### src/rtl/forward_unit.sv
// forward_unit: EX-stage operand forwarding select generator for the 16-bit core.
// Compares the EX source fields against the MEM/WB destination fields and drives
// the operand mux selects (00 = register file, 01 = MEM result, 10 = WB result).
// Optional macro FORWARD_REG_OUT_EN registers haz1/haz2 on clk with async
// active-high rst; without it the outputs are purely combinational.
module forward_unit (
    input  logic        clk,
    input  logic        rst,
    input  logic [15:0] inst_ex,
    input  logic [15:0] inst_m,
    input  logic [15:0] inst_wb,
    output logic [1:0]  haz1,
    output logic [1:0]  haz2
);

    localparam int unsigned OP_W  = 4;
    localparam int unsigned REG_W = 4;
    localparam int unsigned SEL_W = 2;

    localparam logic [SEL_W-1:0] SEL_RF  = 2'b00;
    localparam logic [SEL_W-1:0] SEL_MEM = 2'b01;
    localparam logic [SEL_W-1:0] SEL_WB  = 2'b10;

    localparam logic [OP_W-1:0] OP_NOP = 4'h0;

    logic [OP_W-1:0]  ex_op, m_op, wb_op;
    logic [REG_W-1:0] ex_r1, ex_r2, m_r1, wb_r1;
    logic             ex_reads, m_writes, wb_writes;
    logic [SEL_W-1:0] haz1_c, haz2_c;
    logic             unused_bits;

    assign ex_op = inst_ex[15:12];
    assign m_op  = inst_m[15:12];
    assign wb_op = inst_wb[15:12];
    assign ex_r1 = inst_ex[11:8];
    assign ex_r2 = inst_ex[7:4];
    assign m_r1  = inst_m[11:8];
    assign wb_r1 = inst_wb[11:8];

    // Any non-NOP opcode reads r1/r2 and writes r1.
    assign ex_reads  = (ex_op != OP_NOP);
    assign m_writes  = (m_op  != OP_NOP);
    assign wb_writes = (wb_op != OP_NOP);

    // Fields that never take part in forwarding (low nibble, MEM/WB r2, and
    // clk/rst in the combinational build).
    assign unused_bits = ^{clk, rst, inst_ex[3:0], inst_m[7:0], inst_wb[7:0]};

    // Select per operand; MEM wins over WB because it holds the younger value.
    always_comb begin
        haz1_c = SEL_RF;
        haz2_c = SEL_RF;
        if (ex_reads) begin
            if (m_writes && (m_r1 == ex_r1)) begin
                haz1_c = SEL_MEM;
            end else if (wb_writes && (wb_r1 == ex_r1)) begin
                haz1_c = SEL_WB;
            end
            if (m_writes && (m_r1 == ex_r2)) begin
                haz2_c = SEL_MEM;
            end else if (wb_writes && (wb_r1 == ex_r2)) begin
                haz2_c = SEL_WB;
            end
        end
    end

`ifdef FORWARD_REG_OUT_EN
    // Registered selects; reset clears them immediately and drops pending values.
    always_ff @(posedge clk or posedge rst) begin
        if (rst) begin
            haz1 <= SEL_RF;
            haz2 <= SEL_RF;
        end else begin
            haz1 <= haz1_c;
            haz2 <= haz2_c;
        end
    end
`else
    assign haz1 = haz1_c;
    assign haz2 = haz2_c;
`endif

endmodule

### config.mk
export PLATFORM = sky130hd
export DESIGN_NAME = forward_unit
export DESIGN_NICKNAME = d
export VERILOG_FILES = /design/src/rtl/forward_unit.sv
export SDC_FILE = /design/constraint.sdc
export NUM_CORES = 1
export LEC_CHECK = 0
export CAP_MARGIN = 15
export CORE_AREA = 8 8 45 47
export DETAILED_ROUTE_END_ITERATION = 6
export DIE_AREA = 0 0 53 55
export GPL_ROUTABILITY_DRIVEN = 0
export PLACE_DENSITY_LB_ADDON = 0.15
export SYNTH_ARGS = -nofsm -noshare
export SYNTH_HDL_FRONTEND = slang
export SYNTH_SLANG_ARGS = --single-unit
### constraint.sdc
create_clock -name vclk -period 2.67
set_clock_uncertainty 0.2 [all_clocks]
set_input_delay 0.801 -clock vclk [all_inputs]
set_output_delay 0.801 -clock vclk [all_outputs]
set_load 0.05 [all_outputs]
==> results of run 1 <==
==> placed cells by master, fill, tap and decap left out <==
cell and instances:
sky130_fd_sc_hd__nor4_4 2, sky130_fd_sc_hd__nor3_4 2, sky130_fd_sc_hd__o211a_1 2, sky130_fd_sc_hd__buf_12 4
sky130_fd_sc_hd__clkbuf_2 1, sky130_fd_sc_hd__buf_6 8, sky130_fd_sc_hd__xor2_2 3, sky130_fd_sc_hd__xor2_1 5
sky130_fd_sc_hd__nand4_1 2, sky130_fd_sc_hd__buf_2 9, sky130_fd_sc_hd__buf_4 3, sky130_fd_sc_hd__clkdlybuf4s15_1 3
sky130_fd_sc_hd__xnor2_2 8, sky130_fd_sc_hd__nor2_2 1, sky130_fd_sc_hd__dlygate4sd2_1 3, sky130_fd_sc_hd__nor4_2 3
sky130_fd_sc_hd__buf_8 4
==> synth_stat cells (all sizes together) <==
library cell	number	area, um^2
nor2	1	3.75
xnor2	8	70.1
nor3	2	10.0
nand4	2	12.5
nor4	5	56.3
xor2	8	70.1
o211a	2	20.0
==> worst max-delay path, cell delays in order <==
cell and delay [ns]:
sky130_fd_sc_hd__buf_6 0.10, sky130_fd_sc_hd__xor2_2 0.17, sky130_fd_sc_hd__nor4_2 0.28, sky130_fd_sc_hd__o211a_1 0.23, sky130_fd_sc_hd__buf_12 0.14
==> metal layers <==
metal	GRT usage (%)	vias to the layer above	share of wire, %
li1	-	172	-
met1	10.6	163	41
met2	14.3	24	45
met3	4.28	0	14
met4	0	0	0
met5	0	-	0
==> final cells by class <==
class	instances	share of cell area, %
Timing Repair Buffer	35	47.7
Multi-Input combinational cell	28	49.7
Tap cell	16	2.66
==> kinds of logic (layout without fill, tap and decap cells) <==
kind of cell / count (synthesis) / in the layout / synth area share, %
AND/OR/NAND/NOR: 10 / 10 / 34.0
buffers and inverters: 0 / 35 / 0
AO/OA/AOI/OAI: 2 / 2 / 8.25
XOR/XNOR: 16 / 16 / 57.7
==> worst paths after layout <==
| path | startpoint | to | slack [ns] | cells after the start |
|---|---|---|---|---|
| max | inst_wb[11] | haz2[1] | -0.05 | 5 |
| min | inst_ex[4] | haz2[0] | 1.89 | 5 |
==> metrics by stage <==
stage | util, % | worst slack [ns] | instances | setup TNS, ns | hold WS [ns]
after floorplan | - | -0.0437 | 28 | -0.138 | 1.66
after global placement | 46.8 | -0.423 | 78 | -1.54 | 2.31
after detailed placement | 46.8 | -0.434 | 78 | -1.57 | 2.33
after CTS | 50.2 | -0.0790 | 79 | -0.190 | 1.91
after global routing | 54.4 | -0.101 | 79 | -0.242 | 1.93
final | 54.4 | -0.0498 | 79 | -0.0961 | 1.89
==> timing repair <==
item	CTS	global route
resized for setup	121	19
pin swaps	23	15
setup endpoints to repair	4	4
setup buffers	1	0
==> where the power goes <==
part / switching, mW / leakage, nW / internal (mW)
registers: 0 / 0 / 0
clock network: 0 / 0 / 0
logic: 0.0525 / 0.332 / 0.0706
total: 0.0525 / 0.332 / 0.0706
==> flow_metrics.env, run 1 <==
export IMPL_drt_antenna_violating_nets=0
export IMPL_max_slew_worst_pin_slew_ns=0.262
export IMPL_die_x_um=53
export IMPL_detailed_place_area_um2=648
export IMPL_run_status="finished, violations left"
export IMPL_grt_remaining_overflow=0
export IMPL_vias_per_cell=4.54
export IMPL_footprint_of_the_multi_input_gates_um2=374
export IMPL_crit_arrival_ns=1.72
export IMPL_grt_antenna_before_repair=0
export IMPL_path_type_of_the_worst_min_delay_path="primary input to output pin"
export IMPL_end_kind="output pin"
export IMPL_firstDrtPassIters=2
export IMPL_netlist_cell_type_count=8
export IMPL_grt_setup_unrepaired="true"
export IMPL_report_power_total_mw=0.123
export IMPL_first_global_vias=445
export IMPL_max_freq_mhz=368
export IMPL_post_layout_minimum_cycle_time_ns=2.72
export IMPL_design_area_um2=753
export IMPL_synth_area_um2=243
export IMPL_power_density_cell_area_nw_per_um2=163
export IMPL_remaining_drc_errors=0
export IMPL_floorplan_initialDensity_pct=17.5
export IMPL_seq_cells=0
export IMPL_route_vias_total=359
export IMPL_num_rows=14
export IMPL_detail_route_wl_per_cell_um=14.8
export IMPL_placeableCoreArea_um2=1380
export IMPL_fp_dieArea_um2=2920
export IMPL_initialDrtViolationCount=1
export IMPL_grt_max_degree=4
export IMPL_final_max_slew_viol_count=0
export IMPL_grt_pass1_wl_um=2020
export IMPL_ioPinCount=54
export IMPL_n_antenna_cell=0
export IMPL_seq_area_frac_synth_pct=0
export IMPL_num_clock_buffers=0
export IMPL_port_buffers=32
export IMPL_fin_ws_ns=-0.0498
export IMPL_setup_viol=3
export IMPL_layout_area_overhead_vs_synth_pct=210
export IMPL_cp_start_kind="primary input"
export IMPL_yosysWarningCount=0
export IMPL_timing_slew_headroom_pct=82.4
export IMPL_layout_drive_gt1_share_pct=76.2
export IMPL_critPathMaxFanout=2
export IMPL_groute_usage_overall_pct=8.69
export IMPL_cap_viol_max_count=0
export IMPL_finalNetCount=115
export IMPL_synthesis_nets=78
export IMPL_cts_hold_buffers_added=0
export IMPL_n_fill_cell=134
export IMPL_postSynthAreaPerCell_um2=8.67
export IMPL_chipHeight_um=55
export IMPL_crit_required_ns=1.67
export IMPL_leakagePower_nw=0.332
export IMPL_period_share_pct=102
export IMPL_routed_wirelength_um=1170
export IMPL_ff_latch_area_um2=0
export IMPL_netlist_instances=28
export IMPL_finalHoldViolCount=0
export IMPL_critical_path_class="primary input to output pin"
export IMPL_power_ir_vdd_worst_uv=80.9
export IMPL_violations="negative setup slack"
(Power assumes the default switching activity.)
==> run 2: changes to the inputs <==
--- a/config.mk
+++ b/config.mk
@@ -11,6 +11,7 @@
 export DIE_AREA = 0 0 53 55
 export GPL_ROUTABILITY_DRIVEN = 0
 export PLACE_DENSITY_LB_ADDON = 0.15
+export REMOVE_ABC_BUFFERS = 1
 export SYNTH_ARGS = -nofsm -noshare
 export SYNTH_HDL_FRONTEND = slang
 export SYNTH_SLANG_ARGS = --single-unit
==> constraint.sdc (replaced) <==
create_clock -name vclk -period 3.2
set_clock_uncertainty 0.2 [all_clocks]
set_input_delay 0.96 -clock vclk [all_inputs]
set_output_delay 0.96 -clock vclk [all_outputs]
set_load 0.05 [all_outputs]
==> flow_metrics.env, run 2 (same netlist as run 1, synthesis figures left out) <==
export IMPL_run_status="complete, no violations"
export IMPL_layout_area_overhead_vs_synth_pct=166
export IMPL_timing_slew_headroom_pct=82.9
export IMPL_initialDrtViolationCount=1
export IMPL_fin_ws_ns=0.0494
export IMPL_chipHeight_um=55
export IMPL_routed_wirelength_um=1030
export IMPL_critical_path_top_delay_family="buffers and inverters"
export IMPL_path_type_of_the_worst_min_delay_path="primary input to output pin"
export IMPL_pre_cts_ws_ns=-0.229
export IMPL_critPathMaxFanout=3
export IMPL_crit_cells=6
export IMPL_critical_path_class="primary input to output pin"
export IMPL_grt_setup_unrepaired="false"
export IMPL_setup_viol=0
export IMPL_n_antenna_cell=0
export IMPL_cap_viol_max_count=0
export IMPL_grt_max_degree=5
export IMPL_power_ir_vdd_worst_uv=42.3
export IMPL_placeableCoreArea_um2=1380
export IMPL_max_stage_delay_ns=0.25
export IMPL_grt_pass1_wl_um=1780
export IMPL_worstPathCellList="dlygate4sd2_1 > nor4_4 > buf_4 > nor2_2 > o211a_1 > buf_12"
export IMPL_hold_worst_slack_ns=2.25
export IMPL_firstDrtPassIters=2
export IMPL_finalHoldViolCount=0
export IMPL_n_fill_cell=156
export IMPL_grt_antenna_before_repair=0
export IMPL_max_slew_worst_pin_slew_ns=0.255
export IMPL_layout_drive_gt1_share_pct=39.1
export IMPL_detailed_place_area_um2=638
export IMPL_power_density_cell_area_nw_per_um2=126
export IMPL_num_clock_buffers=0
export IMPL_port_buffers=32
export IMPL_ioPinCount=54
export IMPL_ff_latch_area_um2=0
export IMPL_fp_dieArea_um2=2920
export IMPL_end_kind="output pin"
export IMPL_crit_arrival_ns=1.99
export IMPL_final_max_slew_viol_count=0
export IMPL_final_common_cell="sky130_fd_sc_hd__clkdlybuf4s15_1"
export IMPL_cp_start_kind="primary input"
export IMPL_first_global_vias=378
export IMPL_hold_path_startpoint="inst_m[9]"
export IMPL_setup_tns_final_ns=0
export IMPL_cp_buffers_inverters=3
export IMPL_max_freq_mhz=317
export IMPL_num_rows=14
export IMPL_grt_remaining_overflow=0
export IMPL_route_vias_total=327
export IMPL_remaining_drc_errors=0
export IMPL_layout_common_cells="sky130_fd_sc_hd__clkdlybuf4s15_1 (10), sky130_fd_sc_hd__xor2_1 (8), sky130_fd_sc_hd__clkbuf_2 (8), sky130_fd_sc_hd__dlygate4sd2_1 (8), sky130_fd_sc_hd__xnor2_1 (7)"
export IMPL_floorplan_initialDensity_pct=17.5
export IMPL_finalNetCount=116
export IMPL_timing_critical_path_to="haz2[1]"
export IMPL_design_area_um2=647
export IMPL_cp_max_stage_cell="sky130_fd_sc_hd__dlygate4sd2_1"
export IMPL_vias_per_cell=4.09
export IMPL_groute_usage_overall_pct=7.47
export IMPL_die_x_um=53
export IMPL_drt_antenna_violating_nets=0
export IMPL_post_layout_minimum_cycle_time_ns=3.15
export IMPL_detail_route_wl_per_cell_um=12.9
export IMPL_seq_cells=0
export IMPL_crit_required_ns=2.04
export IMPL_period_share_pct=98.5
export IMPL_leakagePower_nw=0.284
export IMPL_cp_startpoint="inst_ex[12]"
## run 2: changes by cell type in the layout (fill, tap and decap cells not counted), moves of 3 or more
cell                              previous run  this run
sky130_fd_sc_hd__buf_2                       9         0
sky130_fd_sc_hd__dlygate4sd2_1               3         8
sky130_fd_sc_hd__xnor2_2                     8         1
sky130_fd_sc_hd__xor2_1                      5         8
sky130_fd_sc_hd__buf_8                       4         0
sky130_fd_sc_hd__clkbuf_2                    1         8
sky130_fd_sc_hd__buf_6                       8         0
sky130_fd_sc_hd__xnor2_1                     0         7
sky130_fd_sc_hd__clkdlybuf4s15_1             3        10
sky130_fd_sc_hd__xor2_2                      3         0
## run 2: per-layer routing
metal  track usage, %  share of wire, %  vias to the layer above
li1                 -                 -                      177
met1             11.2                44                      135
met2             11.7                51                       15
met3            0.802               4.9                        0
met4                0                 0                        0
met5                0                 0                        -
## run 2: stage by stage
stage / util [%] / power (mW) / std cells
after floorplan: - / 0.0315 / 28
after global placement: 46.1 / 0.0885 / 78
after detailed placement: 46.1 / 0.0885 / 78
after CTS: 46.7 / 0.0818 / 79
after global routing: 46.7 / 0.0877 / 80
final: 46.7 / 0.0818 / 80
## run 2: cell type report
| type | count | area [um^2] | area share, % |
|---|---|---|---|
| Multi-Input combinational cell | 28 | 284 | 43.9 |
| Tap cell | 16 | 20.0 | 3.09 |
| Timing Repair Buffer | 36 | 343 | 53.0 |
## run 2: power by group
group | switching, mW | internal, mW | total (mW)
clock network | 0 | 0 | 0
logic | 0.0366 | 0.0452 | 0.0818
registers | 0 | 0 | 0
total | 0.0366 | 0.0452 | 0.0818
## run 2: worst min-delay path by stage
stage          endpoint  cells past startpoint
6_report        haz1[0]                      5
5_1_grt         haz1[0]                      5
2_1_floorplan   haz1[0]                      3
3_3_place_gp    haz1[0]                      5
3_5_place_dp    haz1[0]                      5
4_1_cts         haz1[0]                      5
## run 2: what timing repair did
action / in CTS / in global routing
hold buffers: 0 / 0
endpoints found under the setup margin: 4 / 4
setup buffers: 1 / 1
pin swaps: 14 / 16
resized for setup: 35 / 25
==> run 3: changes to the inputs <==
--- a/config.mk
+++ b/config.mk
@@ -12,6 +12,7 @@
 export GPL_ROUTABILITY_DRIVEN = 0
 export PLACE_DENSITY_LB_ADDON = 0.15
 export REMOVE_ABC_BUFFERS = 1
+export SETUP_SLACK_MARGIN = 0.1
 export SYNTH_ARGS = -nofsm -noshare
 export SYNTH_HDL_FRONTEND = slang
 export SYNTH_SLANG_ARGS = --single-unit
==> flow_metrics.env, run 3 (same netlist as run 1, synthesis figures left out) <==
export IMPL_port_buffers=32
export IMPL_cp_startpoint="inst_ex[15]"
export IMPL_finish_cell_count_without_fillers=80
export IMPL_fp_dieArea_um2=2920
export IMPL_grt_setup_unrepaired="false"
export IMPL_critPathMaxFanout=3
export IMPL_seq_cells=0
export IMPL_setup_viol=0
export IMPL_power_density_cell_area_nw_per_um2=132
export IMPL_cp_buffers_inverters=3
export IMPL_crit_required_ns=2.04
export IMPL_placed_cells_incl_taps=78
export IMPL_first_global_vias=371
export IMPL_drt_antenna_violating_nets=0
export IMPL_vias_per_cell=4.15
export IMPL_die_x_um=53
export IMPL_end_kind="output pin"
export IMPL_finalNetCount=116
export IMPL_chipHeight_um=55
export IMPL_max_slew_worst_pin_slew_ns=0.256
export IMPL_route_vias_total=332
export IMPL_firstDrtPassIters=2
export IMPL_grt_pass1_wl_um=1730
export IMPL_path_type_of_the_worst_min_delay_path="primary input to output pin"
export IMPL_ff_latch_area_um2=0
export IMPL_groute_usage_overall_pct=7.21
export IMPL_run_status="complete, no violations"
export IMPL_layout_area_overhead_vs_synth_pct=170
export IMPL_met2_wirelength_um=558
export IMPL_num_rows=14
export IMPL_wl_on_met1_um=443
export IMPL_design_area_um2=654
export IMPL_num_clock_buffers=0
export IMPL_final_common_cell="sky130_fd_sc_hd__buf_2"
export IMPL_endpoint_of_the_worst_hold_timing_path="haz1[0]"
export IMPL_number_of_cells_on_the_worst_hold_path=5
export IMPL_grt_antenna_before_repair=0
export IMPL_n_antenna_cell=0
export IMPL_detail_route_wl_per_cell_um=13.3
export IMPL_cap_viol_max_count=0
export IMPL_cp_max_stage_cell="sky130_fd_sc_hd__nor4_4"
export IMPL_grt_remaining_overflow=0
export IMPL_critical_path_top_delay_family="buffers and inverters"
export IMPL_layout_drive_gt1_share_pct=67.2
export IMPL_cp_start_kind="primary input"
export IMPL_finalHoldViolCount=0
export IMPL_timing_slew_headroom_pct=82.8
export IMPL_detailed_place_area_um2=638
export IMPL_max_freq_mhz=328
export IMPL_grt_max_degree=5
export IMPL_ioPinCount=54
export IMPL_floorplan_initialDensity_pct=17.5
export IMPL_remaining_drc_errors=0
export IMPL_hold_path_startpoint="inst_ex[8]"
export IMPL_crit_arrival_ns=1.89
export IMPL_period_share_pct=95.2
export IMPL_worstPathCellList="clkdlybuf4s15_1 > nor4_4 > buf_4 > nor2_2 > o211a_1 > buf_12"
export IMPL_placeableCoreArea_um2=1380
export IMPL_met3WireLength_um=63
export IMPL_critical_path_class="primary input to output pin"
export IMPL_layout_common_cells="sky130_fd_sc_hd__buf_2 (12), sky130_fd_sc_hd__xor2_1 (5), sky130_fd_sc_hd__dlygate4sd2_1 (5), sky130_fd_sc_hd__buf_4 (5)"
export IMPL_leakagePower_nw=0.297
export IMPL_footprint_of_the_multi_input_gates_um2=329
export IMPL_route_top_layer_used="met3"
export IMPL_post_layout_minimum_cycle_time_ns=3.05
export IMPL_final_max_slew_viol_count=0
export IMPL_max_stage_delay_ns=0.20
export IMPL_power_ir_vdd_worst_uv=48.3
export IMPL_n_fill_cell=153
export IMPL_initialDrtViolationCount=2
export IMPL_hold_worst_slack_ns=2.21
export IMPL_routed_wirelength_um=1070
==> run 3: metal layers <==
layer / vias to the layer above / global-route usage (%)
met2: 15 / 11.7
li1: 175 / -
met4: 0 / 0
met1: 142 / 10.3
met3: 0 / 1.07
met5: - / 0
==> run 3: area by class of cell <==
type,instances,share of cell area [%]
multi-input combinational,28,50.3
tap,16,3.06
timing repair buffer,36,46.7
==> run 3: worst max path at each step <==
stage / end / slack (ns) / cells after the start
after floorplan: haz1[0] / -0.23 / 3
final: haz1[1] / 0.15 / 6
after detailed placement: haz1[0] / -0.23 / 5
after global placement: haz2[1] / -0.21 / 5
after CTS: haz2[1] / 0.10 / 5
after global routing: haz1[1] / 0.1 / 5
==> run 3: worst min-delay path: stages <==
cell and delay (ns):
sky130_fd_sc_hd__buf_6 0.09, sky130_fd_sc_hd__xnor2_2 0.06, sky130_fd_sc_hd__nand4_1 0.14, sky130_fd_sc_hd__nor3_4 0.07, sky130_fd_sc_hd__buf_12 0.13
==> run 3: per-stage QoR <==
step / setup slack [ns] / util (%) / total power [mW] / setup TNS [ns]
after floorplan: -0.228 / - / 0.0315 / -0.457
after global placement: -0.206 / 46.1 / 0.0885 / -0.770
after detailed placement: -0.229 / 46.1 / 0.0885 / -0.771
after CTS: 0.101 / 45.6 / 0.0840 / 0
after global routing: 0.0995 / 47.3 / 0.0925 / 0
final: 0.152 / 47.3 / 0.0867 / 0
==> run 3: timing repair <==
action                     in CTS  in global routing
setup buffers                   1                  1
hold buffers                    0                  0
setup endpoints to repair       4                  4
pin swaps                      22                 14
resized for setup              85                 19
==> run 3: power by group <==
| group | total, mW | internal (mW) | switching (mW) |
|---|---|---|---|
| Clock | 0 | 0 | 0 |
| Sequential | 0 | 0 | 0 |
| Combinational | 0.0867 | 0.0472 | 0.0395 |
